### config.mk
export PLATFORM = sky130hd
export DESIGN_NAME = brew_sequencer
export DESIGN_NICKNAME = d
export VERILOG_FILES = /design/src/rtl/brew_pkg.sv /design/src/rtl/phase_timer.sv /design/src/rtl/brew_sequencer.sv
export SDC_FILE = /design/constraint.sdc
export NUM_CORES = 1
export LEC_CHECK = 0
export BUFFER_PORTS_ARGS = -buffer_cell sky130_fd_sc_hd__buf_2
export CORE_AREA = 2 2 67 69
export CTS_CLUSTER_SIZE = 20
export DETAILED_ROUTE_END_ITERATION = 16
export DIE_AREA = 0 0 69 71
export PLACE_DENSITY = 0.79
export SLEW_MARGIN = 30
export SYNTH_ARGS = -nofsm -noshare
export SYNTH_HDL_FRONTEND = slang
export SYNTH_HIERARCHICAL = 1
export SYNTH_SLANG_ARGS = --single-unit
### constraint.sdc
create_clock -name clk -period 5.1 [get_ports clk]
set_clock_uncertainty 0.15 [all_clocks]
set_input_delay 1.02 -clock clk [delete_from_list [all_inputs] [get_ports clk]]
set_output_delay 1.02 -clock clk [all_outputs]
set_load 0.1 [all_outputs]
### src/rtl/brew_pkg.sv
// Shared types and default timing constants for the brew sequencer.
package brew_pkg;

    typedef enum logic [3:0] {
        S_IDLE  = 4'd0,
        S_CHECK = 4'd1,
        S_HEAT  = 4'd2,
        S_GRIND = 4'd3,
        S_BREW  = 4'd4,
        S_CREAM = 4'd5,
        S_CHOC  = 4'd6,
        S_DONE  = 4'd7,
        S_FAULT = 4'd8
    } brew_state_t;

    typedef enum logic [2:0] {
        NONE     = 3'd0,
        PAPER    = 3'd1,
        BIN      = 3'd2,
        CREAM    = 3'd3,
        CHOC     = 3'd4,
        PRESSURE = 3'd5,
        HEAT_TO  = 3'd6,
        SYS      = 3'd7
    } err_code_t;

    localparam logic [7:0] DEF_EMPTY_THRESH  = 8'd10;
    localparam int         DEF_HEAT_TIMEOUT  = 1000;
    localparam int         DEF_GRIND_CYCLES  = 8;
    localparam int         DEF_BREW_CYCLES   = 32;
    localparam int         DEF_ADD_CYCLES    = 4;
    localparam int         DEF_PAUSE_TIMEOUT = 64;

    function automatic int max_of(input int a, input int b);
        return (a > b) ? a : b;
    endfunction

endpackage

### src/rtl/phase_timer.sv
// Loadable saturating down-counter; expired is high once the count reaches zero.
module phase_timer #(
    parameter int W = 10
) (
    input  logic         clk,
    input  logic         rst_n,
    input  logic         load,
    input  logic [W-1:0] load_value,
    input  logic         en,
    output logic         expired
);

    logic [W-1:0] count;

    always_ff @(posedge clk or negedge rst_n) begin
        if (!rst_n) begin
            count <= '0;
        end else if (load) begin
            count <= load_value;
        end else if (en && count != '0) begin
            count <= count - 1'b1;
        end
    end

    assign expired = (count == '0);

endmodule

### src/rtl/brew_sequencer.sv
// Drink-cycle sequencer: consumable check, heat, grind, brew, optional creamer/chocolate.
// Define BREW_SEQ_DRINK_COUNT_EN to add the saturating drink_count output.
module brew_sequencer
    import brew_pkg::*;
#(
    parameter logic [7:0] EMPTY_THRESH  = DEF_EMPTY_THRESH,
    parameter int         HEAT_TIMEOUT  = DEF_HEAT_TIMEOUT,
    parameter int         GRIND_CYCLES  = DEF_GRIND_CYCLES,
    parameter int         BREW_CYCLES   = DEF_BREW_CYCLES,
    parameter int         ADD_CYCLES    = DEF_ADD_CYCLES,
    parameter int         PAUSE_TIMEOUT = DEF_PAUSE_TIMEOUT
) (
    input  logic       clk,
    input  logic       rst_n,
    input  logic       start,
    input  logic       recipe_bin,
    input  logic       recipe_cream,
    input  logic       recipe_choc,
    input  logic       abort,
    input  logic       clear_err,
    input  logic [7:0] bin0_level,
    input  logic [7:0] bin1_level,
    input  logic [7:0] creamer_level,
    input  logic [7:0] chocolate_level,
    input  logic       paper_filter_present,
    input  logic       pressure_ready,
    input  logic       temp_override,
    input  logic       system_fault_flag,
    input  logic       temp_reached,
    output logic       heater_on,
    output logic       grinder_on,
    output logic       pump_on,
    output logic       creamer_valve,
    output logic       choc_valve,
    output logic       grind_bin,
    output logic       busy,
    output logic       done,
    output logic       error,
    output logic [2:0] error_code,
    output logic [3:0] state_out
`ifdef BREW_SEQ_DRINK_COUNT_EN
    ,
    output logic [15:0] drink_count
`endif
);

    localparam int TW = $clog2(max_of(max_of(HEAT_TIMEOUT, GRIND_CYCLES),
                                      max_of(BREW_CYCLES, ADD_CYCLES)) + 1);
    localparam int PW = $clog2(PAUSE_TIMEOUT + 1);

    brew_state_t   state, next_state;
    err_code_t     code_q, fault_code;
    logic          bin_q, cream_q, choc_q, pump_q;
    logic [PW-1:0] pause_cnt;
    logic          timer_load, timer_en, timer_expired;
    logic [TW-1:0] timer_value;
    logic [7:0]    bin_level;

    assign bin_level = bin_q ? bin1_level : bin0_level;

    always_ff @(posedge clk or negedge rst_n) begin
        if (!rst_n) begin
            state <= S_IDLE;
        end else begin
            state <= next_state;
        end
    end

    always_comb begin
        next_state = state;
        fault_code = NONE;
        case (state)
            S_IDLE: if (start) next_state = S_CHECK;
            S_CHECK: begin
                if (!paper_filter_present) begin
                    next_state = S_FAULT; fault_code = PAPER;
                end else if (bin_level < EMPTY_THRESH) begin
                    next_state = S_FAULT; fault_code = BIN;
                end else if (cream_q && creamer_level < EMPTY_THRESH) begin
                    next_state = S_FAULT; fault_code = CREAM;
                end else if (choc_q && chocolate_level < EMPTY_THRESH) begin
                    next_state = S_FAULT; fault_code = CHOC;
                end else if (!pressure_ready) begin
                    next_state = S_FAULT; fault_code = PRESSURE;
                end else begin
                    next_state = S_HEAT;
                end
            end
            S_HEAT: begin
                if (temp_reached || temp_override) begin
                    next_state = S_GRIND;
                end else if (timer_expired) begin
                    next_state = S_FAULT; fault_code = HEAT_TO;
                end
            end
            S_GRIND: if (timer_expired) next_state = S_BREW;
            S_BREW: begin
                // Only pumped cycles advance the brew; pauses run a separate watchdog.
                if (pump_q) begin
                    if (timer_expired) begin
                        next_state = cream_q ? S_CREAM : (choc_q ? S_CHOC : S_DONE);
                    end
                end else if (pause_cnt == PW'(PAUSE_TIMEOUT)) begin
                    next_state = S_FAULT; fault_code = PRESSURE;
                end
            end
            S_CREAM: if (timer_expired) next_state = choc_q ? S_CHOC : S_DONE;
            S_CHOC:  if (timer_expired) next_state = S_DONE;
            S_DONE:  next_state = S_IDLE;
            S_FAULT: if (clear_err && !system_fault_flag) next_state = S_IDLE;
            default: next_state = S_IDLE;
        endcase
        if (state != S_IDLE && state != S_FAULT) begin
            if (system_fault_flag) begin
                next_state = S_FAULT; fault_code = SYS;
            end else if (abort) begin
                next_state = S_IDLE;
            end
        end
    end

    // The timer is reloaded for each new phase with (duration - 1).
    always_comb begin
        timer_load  = (next_state != state);
        timer_value = '0;
        case (next_state)
            S_HEAT:          timer_value = TW'(HEAT_TIMEOUT - 1);
            S_GRIND:         timer_value = TW'(GRIND_CYCLES - 1);
            S_BREW:          timer_value = TW'(BREW_CYCLES - 1);
            S_CREAM, S_CHOC: timer_value = TW'(ADD_CYCLES - 1);
            default:         timer_value = '0;
        endcase
        timer_en = !timer_load &&
                   ((state inside {S_HEAT, S_GRIND, S_CREAM, S_CHOC}) ||
                    (state == S_BREW && pump_q));
    end

    phase_timer #(.W(TW)) u_timer (
        .clk        (clk),
        .rst_n      (rst_n),
        .load       (timer_load),
        .load_value (timer_value),
        .en         (timer_en),
        .expired    (timer_expired)
    );

    always_ff @(posedge clk or negedge rst_n) begin
        if (!rst_n) begin
            code_q    <= NONE;
            bin_q     <= 1'b0;
            cream_q   <= 1'b0;
            choc_q    <= 1'b0;
            pump_q    <= 1'b0;
            pause_cnt <= '0;
        end else begin
            pump_q <= (next_state == S_BREW) && pressure_ready;
            if (state == S_IDLE && start) begin
                bin_q   <= recipe_bin;
                cream_q <= recipe_cream;
                choc_q  <= recipe_choc;
            end
            if (next_state == S_FAULT && state != S_FAULT) begin
                code_q <= fault_code;
            end else if (state == S_FAULT && next_state == S_IDLE) begin
                code_q <= NONE;
            end
            if (state != S_BREW || pump_q) begin
                pause_cnt <= '0;
            end else if (pause_cnt != PW'(PAUSE_TIMEOUT)) begin
                pause_cnt <= pause_cnt + 1'b1;
            end
        end
    end

`ifdef BREW_SEQ_DRINK_COUNT_EN
    always_ff @(posedge clk or negedge rst_n) begin
        if (!rst_n) begin
            drink_count <= '0;
        end else if (state == S_DONE && drink_count != 16'hFFFF) begin
            drink_count <= drink_count + 16'd1;
        end
    end
`endif

    assign heater_on     = (state == S_HEAT);
    assign grinder_on    = (state == S_GRIND);
    assign pump_on       = pump_q;
    assign creamer_valve = (state == S_CREAM);
    assign choc_valve    = (state == S_CHOC);
    assign grind_bin     = bin_q;
    assign busy          = (state != S_IDLE);
    assign done          = (state == S_DONE);
    assign error         = (state == S_FAULT);
    assign error_code    = code_q;
    assign state_out     = state;

endmodule

==> results of run 1 <==
[synth_stat cells (4+ instances only)]
master,instances,area (um^2)
sky130_fd_sc_hd__nand3b_1,4,30.0
sky130_fd_sc_hd__nand2b_1,4,25.0
sky130_fd_sc_hd__inv_1,13,48.8
sky130_fd_sc_hd__o21ai_0,14,70.1
sky130_fd_sc_hd__dfrtp_1,28,701
sky130_fd_sc_hd__xor2_1,6,52.6
sky130_fd_sc_hd__nor3_1,8,40.0
sky130_fd_sc_hd__a31oi_1,4,25.0
sky130_fd_sc_hd__mux2_2,6,67.6
sky130_fd_sc_hd__and3_1,4,25.0
sky130_fd_sc_hd__nand2_1,23,86.3
sky130_fd_sc_hd__nor4_1,4,25.0
sky130_fd_sc_hd__nor2b_1,7,43.8
sky130_fd_sc_hd__nand3_1,10,50.1
sky130_fd_sc_hd__nor2_1,25,93.8
sky130_fd_sc_hd__a21oi_1,10,50.1
[kinds of logic after synthesis]
kind of cell,Yosys count
AO/OA/AOI/OAI,65
AND/OR/NAND/NOR,113
flip-flops,28
multiplexers,9
XOR/XNOR,8
adder cells (fa/ha/maj),3
buffers and inverters,22
[flip-flops by register name, indices dropped and copies added, names as in the netlist]
register       count
state_out          4
pause_cnt          7
u_timer/count     10
cream_q            1
error_code         3
pump_on            1
grind_bin          1
choc_q             1
[worst paths after layout]
path	start	to	slack, ns	cells past startpoint
worst max-delay path	u_timer/count[6]	u_timer/count[7]	0.85	13
worst min-delay path	error_code[1]	error_code[1]	0.39	2
worst max register to register	u_timer/count[6]	u_timer/count[7]	0.85	13
worst min register to register	error_code[1]	error_code[1]	0.39	2
max in group asynchronous	rst_n	u_timer/count[5]	3.79	1
min in group asynchronous	rst_n	error_code[0]	0.60	1
[routing by layer]
layer,GRT usage [%],routed length [um],up-vias
met5,0,0,-
met4,7.84,105,0
met3,2.42,249,14
met2,36.9,2560,76
met1,28.9,2340,984
li1,-,-,1017
[worst max-delay path, delay by kind of cell (launching register included)]
family | cells | cell delay [ns]
AND/OR/NAND/NOR | 6 | 2.01
AO/OA/AOI/OAI | 4 | 1.06
flip-flops | 1 | 0.44
buffers and inverters | 2 | 0.42
multiplexers | 1 | 0.09
[placed cells by master, fill, tap and decap left out, drive strengths merged, types with 4 or more instances in the layout]
master | netlist | layout
a21oi | 10 | 10
a31oi | 4 | 4
and3 | 4 | 4
buf | 6 | 57
dfrtp | 28 | 28
inv | 14 | 14
mux2 | 6 | 6
nand2 | 23 | 23
nand2b | 4 | 4
nand3 | 10 | 10
nand3b | 4 | 4
nor2 | 26 | 26
nor2b | 7 | 7
nor3 | 8 | 8
nor4 | 4 | 4
o21ai | 15 | 15
or2 | 4 | 4
or4 | 4 | 4
xor2 | 6 | 6
[power by group through the flow]
stage          logic [mW]  clock network (mW)  registers, mW
2_1_floorplan       0.651                   0          0.511
3_3_place_gp        0.919                   0          0.387
4_1_cts             0.942               0.180          0.383
6_report            0.945               0.177          0.386
5_1_grt              1.02               0.188          0.398
3_5_place_dp        0.936                   0          0.388
[metrics by stage]
stage / total power [mW] / setup slack [ns] / hold slack, ns
floorplan: 1.16 / 0.393 / 0.347
finish: 1.51 / 0.852 / 0.387
global route: 1.60 / 0.518 / 0.418
detailed placement: 1.32 / 0.924 / 0.379
CTS: 1.51 / 0.849 / 0.390
global placement: 1.31 / 0.943 / 0.358
[cell type report]
cell class	instances	area, um^2	share of cell area (%)
sequential	28	701	28.2
clock buffer	3	41.3	1.66
inverter	14	52.6	2.11
multi-input combinational	198	1310	52.7
clock inverter	1	30.0	1.21
tap	52	65.1	2.62
timing repair buffer	57	288	11.6
==> impl_summary.md, run 1 <==
Yosys
The predominant post-synthesis flop cell is sky130_fd_sc_hd__dfrtp_1. After Yosys synthesis, and, or, nand and nor cells account for 29.5% of the synthesized area. The count of yosys warnings during synthesis is 6. The synthesized design contains 0 enable-type register cells. The portion of synthesized area spent on multiplexers is 4.60%.

The number of distinct library cell variants in the gate-level netlist after synthesis is 60. Counting every net in the synthesized netlist gives 296. The xor-xnor portion of the synthesized cell area is 3.31%. The sequential share of the synthesized area is 33.1%. The number of register bits inferred by synthesis is 28.

The instance count of the mapped netlist is 248. The mean instance size in the synthesized netlist is 8.55 um^2. The cell area that synthesis handed to floorplanning was around 0.0021 mm^2. After synthesis, the largest family of logic cells by area is simple AND/OR/NAND/NOR gates. The synthesized netlist devotes around 1.8% of its cell area to adder and majority cells. The fraction of synthesis flops using an asynchronous set or reset pin is 100%. The synthesized-area fraction occupied by ao, oa, aoi and oai cells is 22.6%.

Layout
Of the cells placed in the final design, the portion with a size suffix greater than 1 is 26.2%. The relative area change from synthesis to final layout is 17.4%. The number of diodes is 0.

The summed area of non-filler cells in the final layout is about 0.0025 mm^2. After the flow finishes, the layout carries non-filler instances totaling 353. Cells fill a little under 60% of the core in the end. The final layout contains 350 nets.

The filler cell count is 382.

Setup path
The highest fanout seen on the critical path is 7. The cell type with the highest occurrence count on the critical path is sky130_fd_sc_hd__a2bb2oi_1. The endpoint arrival time on the critical path is 4.32 ns.

The critical path data required time is between 5 and 6 ns. The endpoint type of the worst setup path is a flip-flop. The signal on the critical path passes through or4_4 > or3_1 > inv_1 > a2bb2oi_1 > a2bb2oi_1 > and2_0 > mux2i_1 > a2111oi_0 > buf_4 > nor4b_2 > o211ai_1 > or4_1 > nand3_1. Among all stages on the critical path, the largest delay is contributed by sky130_fd_sc_hd__or4_4. The critical path in this run is classified as reg2reg. On the worst path, the slowest cell contributes a delay of around 0.57 ns. The critical path launch point type is a flip-flop.

Die
The die extent in x is between 60 and 70 um. For this design the top-level I/O count stands at 61. The initial core utilization is 50.4%.

The core footprint is between 0.004 and 0.005 mm^2. The height of the die is 71 um. The area of the die is 0.00490 mm^2.

The number of standard-cell rows in the floorplan is 24.

Pwr
Of the total power, combinational logic draws 62.7%. Net switching is 55.1% of the power. The share of power burned in registers is 25.6%. The total net switching power is 0.831 mW. The ratio of total power to cell area is 607 mW/mm^2. The clock share of power is 11.8%. The peak ir drop on the vdd network is 0.256 mV. The total leakage power is between 1 and 1.5 nW.

The internal portion of total power is 0.678 mW.

Clocking
The number of buffers inserted by hold repair at cts is 0. Buffers inserted during clock tree synthesis total 3. The H-tree depth reported by CTS is 1. The root buffer cell chosen for the clock tree is sky130_fd_sc_hd__clkbuf_8. TritonCTS built the clock tree.

The count of instances resized after the clock tree is built is 0. The number of setup buffers added after CTS is 0. The CTS sink count is 28.

Clock-pin slew was measured on the worst setup and hold paths at 0.10 ns. The number of buffers between clock root and the deepest sink is 2. Clock latency on the worst-skew pair, taken at its later pin, is 0.28 ns.

Route
The detailed-router iteration count before antenna repair is 4. The residual DRC count is 0. After detailed routing, the average wire length per cell comes to between 10 and 15 um.

The initial DRC count is 183. The total via count in the routed design is 2,091. The final layout contains routed wiring with a total length of ~5200 um. The remaining antenna violation count after routing is 0. Using the TritonRoute via totals, the vias-per-cell ratio works out to 5.92.

Timing
Setup violations remaining at the end of the flow were counted as 0. Timing would allow up to roughly 0.24 GHz. The worst pin sits at a relative slew slack of 51.5%.

The final period demand of the worst path is around 4.2 ns. The worst-margin pin slew is 0.728 ns. The count of final max-slew check failures is 0. The total count of hold-check failures in the final report is 0. Setup repair after global routing left no endpoint under its margin. The fraction of the cycle the final worst path needs is 83.3%.

After routing, the total negative slack on setup checks comes to 0 ns.

GRT
The combined global-route utilization of all metal layers is between 20 and 25%. The largest net degree at the start of global routing is 29. The initial antenna violation count is 0. The global-route wire length before repair is around 9000 um. The residual overflow from global routing is 0. The number of global-route vias before repair is 1,988.

Place
The cell area after placement is 0.00242 mm^2. Buffers placed on the I/O ports in this run total between 50 and 60. The number of instances in the placed design is 349. The weighted congestion at the end of routability-driven global placement is 0.947. The detailed placer's ending HPWL is 3920 um.

Job
The max-capacitance violation count is 0.

Worst hold path
The min-delay analysis places its worst path in the category reg2reg.

Run status
The run finished with clean final reports.
No activity file was read; power rests on OpenSTA's default activity.
==> run 2: changes to the inputs <==
- CORE_AREA: 2 2 67 69 -> 2 2 71 73
- DIE_AREA: 0 0 69 71 -> 0 0 73 75
- PLACE_DENSITY: 0.79 -> 0.74
- clock period: 5.1 -> 3.5 ns (I/O delays scaled with it)
==> run 2 against run 1 <==
Net effect:
- non-clock buffer count rose by 33
- utilization rose by 1.8 points
- total power rose by 74%
- critical path depth rose by 1
- cell count rose by 9.9%
- die area rose by 12%
==> impl_summary.md, run 2 (synthesis gave the netlist of run 1 again) <==
Run status
The flow ran to the end, and the final reports show no timing, DRC or antenna violations.

Clocking
The CTS sink count came to 28 (unchanged). The H-tree depth reported by CTS is 1 (unchanged). The clock edge transition at the registers on the reported setup and hold paths is 0.10 ns (about the same).

The number of buffers inserted during clock tree synthesis is 3 (unchanged). Clock tree synthesis selected as its root buffer the cell sky130_fd_sc_hd__clkbuf_8. The number of buffers inserted by hold repair at cts is 0 (unchanged).

The number of buffers between clock root and the deepest sink is 2 (unchanged). The CTS tree is yes. The clock insertion delay at the later pin of the skew report is 0.27 ns (about the same).

Place
The number of buffer cells added on primary ports is 56 (unchanged). The cell area after placement is 0.00269 mm^2 (+11%). The detailed placer's ending HPWL is 4160 um (+6.1%). The pre-CTS worst setup slack is -0.131 ns (-1.05 ns). The weighted congestion at the end of routability-driven global placement was 0.932 (-1.5%).

Timing
The worst-margin pin slew came to 0.631 ns (-0.0968 ns). The worst slew margin relative to its limit is 57.9% (+6.5 points). The post-route worst setup slack is 0.0129 ns (-0.839 ns). The total count of hold-check failures in the final report came to 0 (unchanged). Setup repair after global routing could not meet its margin everywhere.

The final period demand of the worst path is 3.49 ns (-0.761 ns). The count of final max-slew check failures came to 0 (unchanged). The peak clock frequency supported by timing came to 0.287 GHz (+22%).

The total setup violations reported at the end of the flow is 0 (unchanged). The final sum of negative setup slack is 0 ns (unchanged). The fraction of the cycle the final worst path needs is 99.6% (+16 points).

Setup path
The setup slack of the worst register-to-register path is 0.01 ns (-0.84 ns). In this design, the largest share of critical-path delay is due to simple AND/OR/NAND/NOR gates. The sum of buffers and inverters on the critical path came to 3 (+1). Traced cell by cell, the critical path runs through or4_4 > or3_4 > inv_4 > and3_4 > a2bb2oi_2 > buf_4 > a21oi_2 > mux2i_2 > a2111oi_4 > nor4b_4 > buf_4 > o2111a_1 > nor3_1 > a221o_1. The critical path data required time is 3.51 ns (-1.66 ns).

The most numerous cell type found on the critical path is sky130_fd_sc_hd__buf_4. The endpoint arrival time on the critical path came to 3.50 ns (-0.82 ns). The stage delay of the slowest cell on the critical path was 0.54 ns (-0.03 ns). STA classifies the critical path startpoint as a flip-flop. The endpoint type of the worst setup path is a flip-flop. The highest fanout seen on the critical path is 4 (-3). The kind of critical path is reg2reg. The largest individual stage delay along the critical path comes from the cell sky130_fd_sc_hd__or4_4.

Die
The height of the die is 75 um (+5.6%). The initial core utilization is 45.5% (-4.9 points). The die extent in x was 73 um (+5.8%).

The number of standard-cell rows in the floorplan is 25 (+4.2%). The core footprint came to 0.00466 mm^2 (+11%). The top-level port count is 61 (unchanged).

The area of the die came to 0.00548 mm^2 (+12%).

Layout
The relative area change from synthesis to final layout is 34.1%. The number of diodes was 0 (unchanged). The summed area of non-filler cells in the final layout is 0.00284 mm^2 (+14%).

More flip-flops sit in one register than any other, and that register is u_timer/count. The filler cell count came to 395 (+3.4%). The flip-flop count of the largest register, all copies and words added is 10 (unchanged). The fraction of final layout cells with drive strength greater than 1 came to 39.5% (+13 points). In the layout the commonest cells are sky130_fd_sc_hd__buf_2 (56), sky130_fd_sc_hd__buf_4 (34), sky130_fd_sc_hd__nor2_1 (25). The final net count is 383 (+9.4%). The fraction of the core area covered by cells at the end of the flow was 61.0% (+1.8 points). The most common cell after layout, fill and taps aside is sky130_fd_sc_hd__buf_2.

Route
The aggregate routed wire length is 5420 um (+3.2%). The initial DRC count is 250 (+37%). The average vias per placed instance is 5.65 (-4.5%). The residual DRC count is 0 (unchanged). The final routed wire length divided by cell count came to 14.0 um (-6.1%). The detailed-router iteration count before antenna repair came to 4 (unchanged). The total via count in the routed design came to 2,194 (+4.9%).

The remaining antenna violation count after routing was 0 (unchanged).

Pwr
The total leakage power is 1.31 nW (+15%). The ratio of total power to cell area is 922 mW/mm^2 (+52%). The peak ir drop on the vdd network is 0.321 mV (+25%).

Job
The max-capacitance violation count is 0 (unchanged).

GRT
The global-route wire length before repair came to 8710 um (-1.3%). The initial antenna violation count is 0 (unchanged). The number of global-route vias before repair is 1,926 (-3.1%). The combined global-route utilization of all metal layers is 19.8% (-2.0 points). The largest net degree at the start of global routing was 29 (unchanged). The residual overflow from global routing was 0 (unchanged).

Worst hold path
The worst min-delay path class is in2async.
-- run 2: what timing repair did --
action	4_1_cts	5_1_grt
pin swaps	8	8
resized for setup	10	7
setup buffers	3	1
hold endpoints to repair	0	0
setup endpoints to repair	5	6
-- run 2: final timing paths --
check / startpoint / endpoint / cells after the start
max: u_timer/count[8] / u_timer/count[9] / 14
min: rst_n / error_code[2] / 1
max reg2reg: u_timer/count[8] / u_timer/count[9] / 14
min reg2reg: error_code[1] / error_code[1] / 2
max in group asynchronous: rst_n / state_out[2] / 1
min in group clk: error_code[1] / error_code[1] / 2
-- run 2: area by class of cell --
cell class,instances,area [um^2],area share [%]
Timing Repair Buffer,90,536,18.8
Tap cell,54,67.6,2.38
Clock buffer,4,55.1,1.94
Multi-Input combinational cell,198,1420,49.8
Sequential cell,28,711,25.0
Inverter,14,57.6,2.03
-- run 2: power breakdown --
part / leakage (nW) / switching (mW) / internal, mW
registers: 0.370 / 0.0984 / 0.419
clock network: 0.0288 / 0.101 / 0.101
logic: 0.910 / 1.16 / 0.737
-- run 2: per-layer routing --
metal	vias to the layer above	wire [um]	GRT usage (%)	share of wire (%)
li1	1081	-	-	-
met1	1053	2590	28.0	48
met2	54	2540	31.7	47
met3	6	234	2.28	4.3
met4	0	54	6.17	1.0
met5	-	0	0	0
-- run 2: metrics by stage --
step,hold WS [ns],total power [mW],std cells
CTS,0.305,2.56,387
finish,0.277,2.62,388
global placement,0.357,2.22,380
global route,0.331,2.78,388
detailed placement,0.367,2.24,380
floorplan,0.254,1.76,248
